[config.mk]
export PLATFORM = sky130hd
export DESIGN_NAME = max_pool_stage
export DESIGN_NICKNAME = d
export VERILOG_FILES = /design/src/rtl/max_pool_stage.sv
export SDC_FILE = /design/constraint.sdc
export NUM_CORES = 1
export LEC_CHECK = 0
export CAP_MARGIN = 40
export CORE_ASPECT_RATIO = 0.75
export CORE_MARGIN = 2
export CORE_UTILIZATION = 40
export CTS_CLUSTER_SIZE = 16
export DETAILED_ROUTE_END_ITERATION = 16
export GPL_TIMING_DRIVEN = 0
export SYNTH_ARGS = -nofsm -noshare
export SYNTH_HDL_FRONTEND = slang
export SYNTH_SLANG_ARGS = --single-unit
[constraint.sdc]
create_clock -name clk -period 7.5 [get_ports clk]
set_input_delay 1.5 -clock clk [delete_from_list [all_inputs] [get_ports clk]]
set_output_delay 1.5 -clock clk [all_outputs]
set_load 0.03 [all_outputs]
[src/rtl/max_pool_stage.sv]
// rtl/max_pool_stage.sv - 2x2 stride-2 streaming max-pool with optional ReLU
module max_pool_stage #(
  parameter int OUT  = 14,
  parameter int RELU = 1
) (
  input  logic        clk,
  input  logic        rst_n,
  input  logic        srt_pool,
  input  logic        in_valid,
  input  logic [15:0] result,
  input  logic        end_sig,
  output logic [15:0] pool_out,
  output logic        pool_valid,
  output logic        pool_done,
  output logic        busy
);
  localparam int PW = OUT / 2;
  localparam int CW = $clog2(OUT + 1);
  localparam int BD = 2 ** (CW - 1);
  localparam logic [CW-1:0] LAST     = CW'(OUT - 1);
  localparam logic [CW-1:0] PAIR_END = CW'(2 * PW - 1);

  typedef enum logic {IDLE, ACTIVE} state_t;
  state_t state, state_nx;

  logic [CW-1:0]      row, col, cur_row, cur_col;
  logic signed [15:0] x, h, h_reg, above, win_max;
  logic signed [15:0] line_buf [BD];
  logic               accept, in_win, last_pix;

  // srt_pool forces the coincident pixel to be treated as (0,0) of a fresh frame
  assign accept   = in_valid && (state == ACTIVE || srt_pool);
  assign cur_row  = srt_pool ? '0 : row;
  assign cur_col  = srt_pool ? '0 : col;
  assign in_win   = (cur_row <= PAIR_END) && (cur_col <= PAIR_END);
  assign last_pix = (cur_row == LAST) && (cur_col == LAST);

  assign x       = (RELU != 0 && $signed(result) < 0) ? 16'sd0 : $signed(result);
  assign h       = (h_reg > x) ? h_reg : x;
  assign above   = line_buf[cur_col[CW-1:1]];
  assign win_max = (above > h) ? above : h;
  assign busy    = (state == ACTIVE);

  always_ff @(posedge clk or negedge rst_n) begin
    if (!rst_n) state <= IDLE;
    else        state <= state_nx;
  end

  always_comb begin
    state_nx = state;
    if (srt_pool)
      state_nx = ACTIVE;
    else if (state == ACTIVE && (end_sig || (accept && last_pix)))
      state_nx = IDLE;
  end

  always_ff @(posedge clk or negedge rst_n) begin
    if (!rst_n) begin
      row        <= '0;
      col        <= '0;
      h_reg      <= '0;
      pool_out   <= '0;
      pool_valid <= 1'b0;
      pool_done  <= 1'b0;
      for (int i = 0; i < BD; i++) line_buf[i] <= '0;
    end else begin
      pool_valid <= 1'b0;
      pool_done  <= 1'b0;
      if (accept && in_win) begin
        if (!cur_col[0]) begin
          h_reg <= x;
        end else if (!cur_row[0]) begin
          line_buf[cur_col[CW-1:1]] <= h;
        end else begin
          pool_out   <= win_max;
          pool_valid <= 1'b1;
          pool_done  <= (cur_row == PAIR_END) && (cur_col == PAIR_END);
        end
      end
      if (state_nx == IDLE) begin
        row <= '0;
        col <= '0;
      end else if (accept) begin
        if (cur_col == LAST) begin
          col <= '0;
          row <= (cur_row == LAST) ? '0 : cur_row + 1'b1;
        end else begin
          col <= cur_col + 1'b1;
          row <= cur_row;
        end
      end else if (srt_pool) begin
        row <= '0;
        col <= '0;
      end
    end
  end
endmodule

==> impl_metrics.prom <==
# TYPE chip_impl_metric gauge
chip_impl_metric{name="syn_area_per_cell",unit="µm²"} 11.9
chip_impl_metric{name="area_occupied_by_registers",unit="mm²"} 0.00403
chip_impl_metric{name="final.fill_count",unit=""} 1832
chip_impl_metric{name="die_area",unit="mm²"} 0.0211
chip_impl_metric{name="postPlaceCellArea",unit="mm²"} 0.00873
chip_impl_metric{name="timing.critical_path.fanout_max",unit=""} 10
chip_impl_metric{name="number_of_antenna_violations_at_the_first_check_in_global_routing",unit=""} 0
chip_impl_metric{name="avgViaCountPerCell",unit=""} 5.73
chip_impl_metric{name="hpwlAfterDp",unit="µm"} 14100
chip_impl_metric{name="clock_latency",unit="ns"} 0.43
chip_impl_metric{name="top_level_ports",unit=""} 40
chip_impl_info{name="setup.worst_path.class",value="primary input to flop"} 1
chip_impl_metric{name="slew_headroom",unit=""} 0.383
chip_impl_metric{name="grt_start_max_net_pins",unit=""} 93
chip_impl_metric{name="routed_wire_length_per_instance",unit="µm"} 20.6
chip_impl_metric{name="io_buffer_count",unit=""} 38
chip_impl_metric{name="layout.cell_area.non_filler",unit="mm²"} 0.00928
chip_impl_metric{name="insertedDiodeCount",unit=""} 0
chip_impl_metric{name="finalSetupViolations",unit=""} 0
chip_impl_info{name="crit_path_start_kind",value="primary input"} 1
chip_impl_info{name="violations_in_the_final_reports",value="design-rule violations"} 1
chip_impl_metric{name="finalWirelength",unit="µm"} 20500
chip_impl_metric{name="drt.antenna.violating_nets",unit=""} 0
chip_impl_metric{name="post_synthesis_sequential_area_ratio",unit=""} 0.505
chip_impl_metric{name="synth.lib_cells_used.distinct",unit=""} 57
chip_impl_metric{name="post-route-drc-count",unit=""} 1
chip_impl_metric{name="postCtsSetupRepairBufs",unit=""} 0
chip_impl_metric{name="max_cap_viol",unit=""} 0
chip_impl_info{name="hold_start",value="line_buf[14]$_DFFE_PN0P_"} 1
chip_impl_metric{name="vdd_drop_max",unit="mV"} 0.139
chip_impl_metric{name="dp.cells",unit=""} 963
chip_impl_metric{name="num_rows",unit=""} 44
chip_impl_info{name="min_path_type",value="flop to flop"} 1
chip_impl_info{name="worst_r2r_startpoint",value="col[3]$_DFF_PN0_"} 1
chip_impl_metric{name="finClkSkew",unit="ns"} 0.0105
chip_impl_metric{name="detailedRoute.firstPassIterationCount",unit=""} 12
chip_impl_metric{name="post_route_cells_drive_above_1_share",unit=""} 0.237
chip_impl_metric{name="h_tree_lvls",unit=""} 4
chip_impl_info{name="run_status",value="finished with violations"} 1
chip_impl_metric{name="via_count",unit=""} 5679
chip_impl_metric{name="gpl.final_weighted_congestion",unit=""} 0.873
chip_impl_metric{name="ys.warnings.count",unit=""} 0
chip_impl_metric{name="flip_flop_count_of_the_largest_register_after_layout",unit=""} 120
chip_impl_metric{name="powerDensity",unit="mW/mm²"} 237
chip_impl_metric{name="cp.arrival",unit="ns"} 7.04
chip_impl_info{name="synth_flop_cell",value="dfrtp_1"} 1
chip_impl_metric{name="clk_pin_slew_worst_paths",unit="ns"} 0.06
chip_impl_metric{name="grt_usage",unit=""} 0.199
chip_impl_info{name="cts_tree",value="done"} 1
chip_impl_info{name="timing.critical_path.to_type",value="flop"} 1
chip_impl_metric{name="standard_cell_core_area",unit="mm²"} 0.0195
chip_impl_metric{name="cts-resized-gates",unit=""} 0
chip_impl_info{name="cp-startpoint",value="result[15]"} 1
chip_impl_metric{name="post_synth_inst_count",unit=""} 669
chip_impl_metric{name="drt_iter0_markers",unit=""} 451
chip_impl_metric{name="multiInputGateArea",unit="mm²"} 0.00358
chip_impl_metric{name="finalNetCount",unit=""} 780
chip_impl_metric{name="synth_largest_type_area_fraction",unit=""} 0.505
chip_impl_metric{name="dieHeight",unit="µm"} 126
chip_impl_metric{name="start_util",unit=""} 0.410
chip_impl_info{name="rsz_0062_raised_after_global_routing",value="no"} 1
chip_impl_metric{name="clock-sinks",unit=""} 161
chip_impl_metric{name="edff_count_synth",unit=""} 0
chip_impl_info{name="ys_top_cells_by_area",value="dfrtp_1, mux2_2, ha_1"} 1
chip_impl_metric{name="required",unit="ns"} 7.81
chip_impl_metric{name="asyncSetResetFlopFracSynth",unit=""} 1.00
chip_impl_metric{name="number_of_clock_buffers_inserted_by_tritoncts",unit=""} 17
chip_impl_metric{name="grt_pass1_vias",unit=""} 5798
chip_impl_metric{name="final-hold-violation-count",unit=""} 0
chip_impl_metric{name="synth_fp_nets",unit=""} 720
chip_impl_metric{name="synth.cell_area",unit="mm²"} 0.00799
chip_impl_metric{name="die_width",unit="µm"} 167
chip_impl_metric{name="final_cells",unit=""} 991
chip_impl_metric{name="finalMaxSlewViolations",unit=""} 0
chip_impl_metric{name="area.growth.synth_to_final",unit="%"} 16.2
chip_impl_metric{name="clock_tree.buffer_depth",unit=""} 2
chip_impl_metric{name="synth_seq_cells",unit=""} 161
chip_impl_metric{name="min_period_over_period",unit=""} 0.898
chip_impl_metric{name="layout_min_cycle_time",unit="ns"} 6.73
chip_impl_metric{name="fmaxAchievable",unit="MHz"} 148
chip_impl_info{name="clockRootBuffer",value="clkbuf_16"} 1
chip_impl_metric{name="worst_slew_pin_slew",unit="ns"} 0.918
chip_impl_info{name="synth.largest_area_cell",value="dfrtp_1"} 1
chip_impl_metric{name="ctsHoldBuffers",unit=""} 0
chip_impl_metric{name="overflow",unit=""} 0
chip_impl_metric{name="grt_first_pass_wirelength",unit="µm"} 31900
chip_impl_metric{name="power.static_leakage",unit="nW"} 4.28
==> synth_stat cells, types with 3 or more instances <==
cell type / count
a31oi_1: 4
nor4bb_1: 3
a21o_1: 6
nand4_1: 6
a22oi_1: 28
nor2_1: 17
nor3_1: 9
buf_2: 9
nand3_1: 9
mux2_4: 9
nor2b_1: 22
o21ai_0: 27
nor3b_1: 6
inv_1: 33
ha_1: 30
o2111ai_1: 13
o211ai_1: 3
a222oi_1: 14
mux2_2: 117
a21oi_1: 10
a221o_1: 14
nand2_1: 36
dfrtp_1: 161
clkbuf_1: 41
==> critical path: stages <==
cell and delay (ns):
clkdlybuf4s50_1 0.51, clkbuf_1 0.26, nor2b_1 0.28, inv_1 0.07
ha_1 0.31, nand3_2 0.11, nor4_1 0.40, a21boi_0 0.29
o31a_1 0.19, buf_6 0.13, buf_12 0.15, mux2i_2 0.53
ha_1 0.34, nand3_1 0.11, or3_1 0.17, nor4bb_1 0.33
a311o_1 0.17, clkbuf_1 0.32, clkbuf_1 0.47, nor2_1 0.11
a221o_1 0.28
==> per-layer routing <==
| layer | vias to the layer above | routed length [µm] | global-route usage |
|---|---|---|---|
| met2 | 166 | 9470 | 0.320 |
| met5 | - | 0 | 0 |
| li1 | 2584 | - | - |
| met3 | 39 | 1390 | 0.0505 |
| met1 | 2890 | 9150 | 0.268 |
| met4 | 0 | 439 | 0.0619 |
==> logic make-up after synthesis <==
kind of cell / synth area share
XOR/XNOR: 0.00329
adder cells (fa/ha/maj): 0.0470
AO/OA/AOI/OAI: 0.122
other: 0.000470
multiplexers: 0.186
flip-flops: 0.505
AND/OR/NAND/NOR: 0.0895
buffers and inverters: 0.0467
==> final cells by class <==
class | count | area share
clock inverters | 6 | 0.00917
multi-input cells | 420 | 0.386
clock buffers | 22 | 0.0500
plain buffers | 55 | 0.0268
flip-flops and latches | 161 | 0.434
inverters | 33 | 0.0134
well taps | 253 | 0.0341
repair buffers | 41 | 0.0457
==> power by group <==
group	switching, mW	internal (mW)	total [mW]
Sequential	0.0224	0.911	0.933
Combinational	0.256	0.180	0.436
Clock	0.331	0.499	0.830
==> cell usage in the layout, fill, tap and decap left out, drive strengths merged, types with 11 or more instances in the layout <==
master         instances
dfrtp                161
o2111ai               13
a22oi                 28
nand2                 36
clkdlybuf4s50         37
nor2                  17
nor2b                 22
a21oi                 11
buf                   18
o21ai                 27
clkbuf                63
mux2                 126
a221o                 14
ha                    30
a222oi                14
inv                   33
==> worst paths after layout <==
kind	slack, ns	to	depth (start not counted)
setup / recovery	0.77	pool_out[3]$_DFFE_PN0P_	21
hold / removal	0.45	line_buf[14]$_DFFE_PN0P_	1
setup reg to reg	2.53	pool_out[3]$_DFFE_PN0P_	14
hold reg to reg	0.45	line_buf[14]$_DFFE_PN0P_	1
max in group asynchronous	5.56	h_reg[1]$_DFFE_PN0P_	2
min in group asynchronous	1.07	line_buf[97]$_DFFE_PN0P_	1
==> metrics by stage <==
stage | TNS (ns) | power (mW) | setup WS [ns] | utilization | hold slack, ns
after floorplan | 0 | 1.24 | 1.77 | - | 0.422
after global placement | -220.87 | 1.36 | -1.39 | 0.445 | 0.436
after detailed placement | 0 | 1.38 | 0.283 | 0.448 | 0.445
after CTS | 0 | 2.21 | 0.735 | 0.476 | 0.458
after global routing | 0 | 2.30 | 0.376 | 0.476 | 0.479
final | 0 | 2.20 | 0.765 | 0.476 | 0.453
No activity file was read; power rests on OpenSTA's default activity.
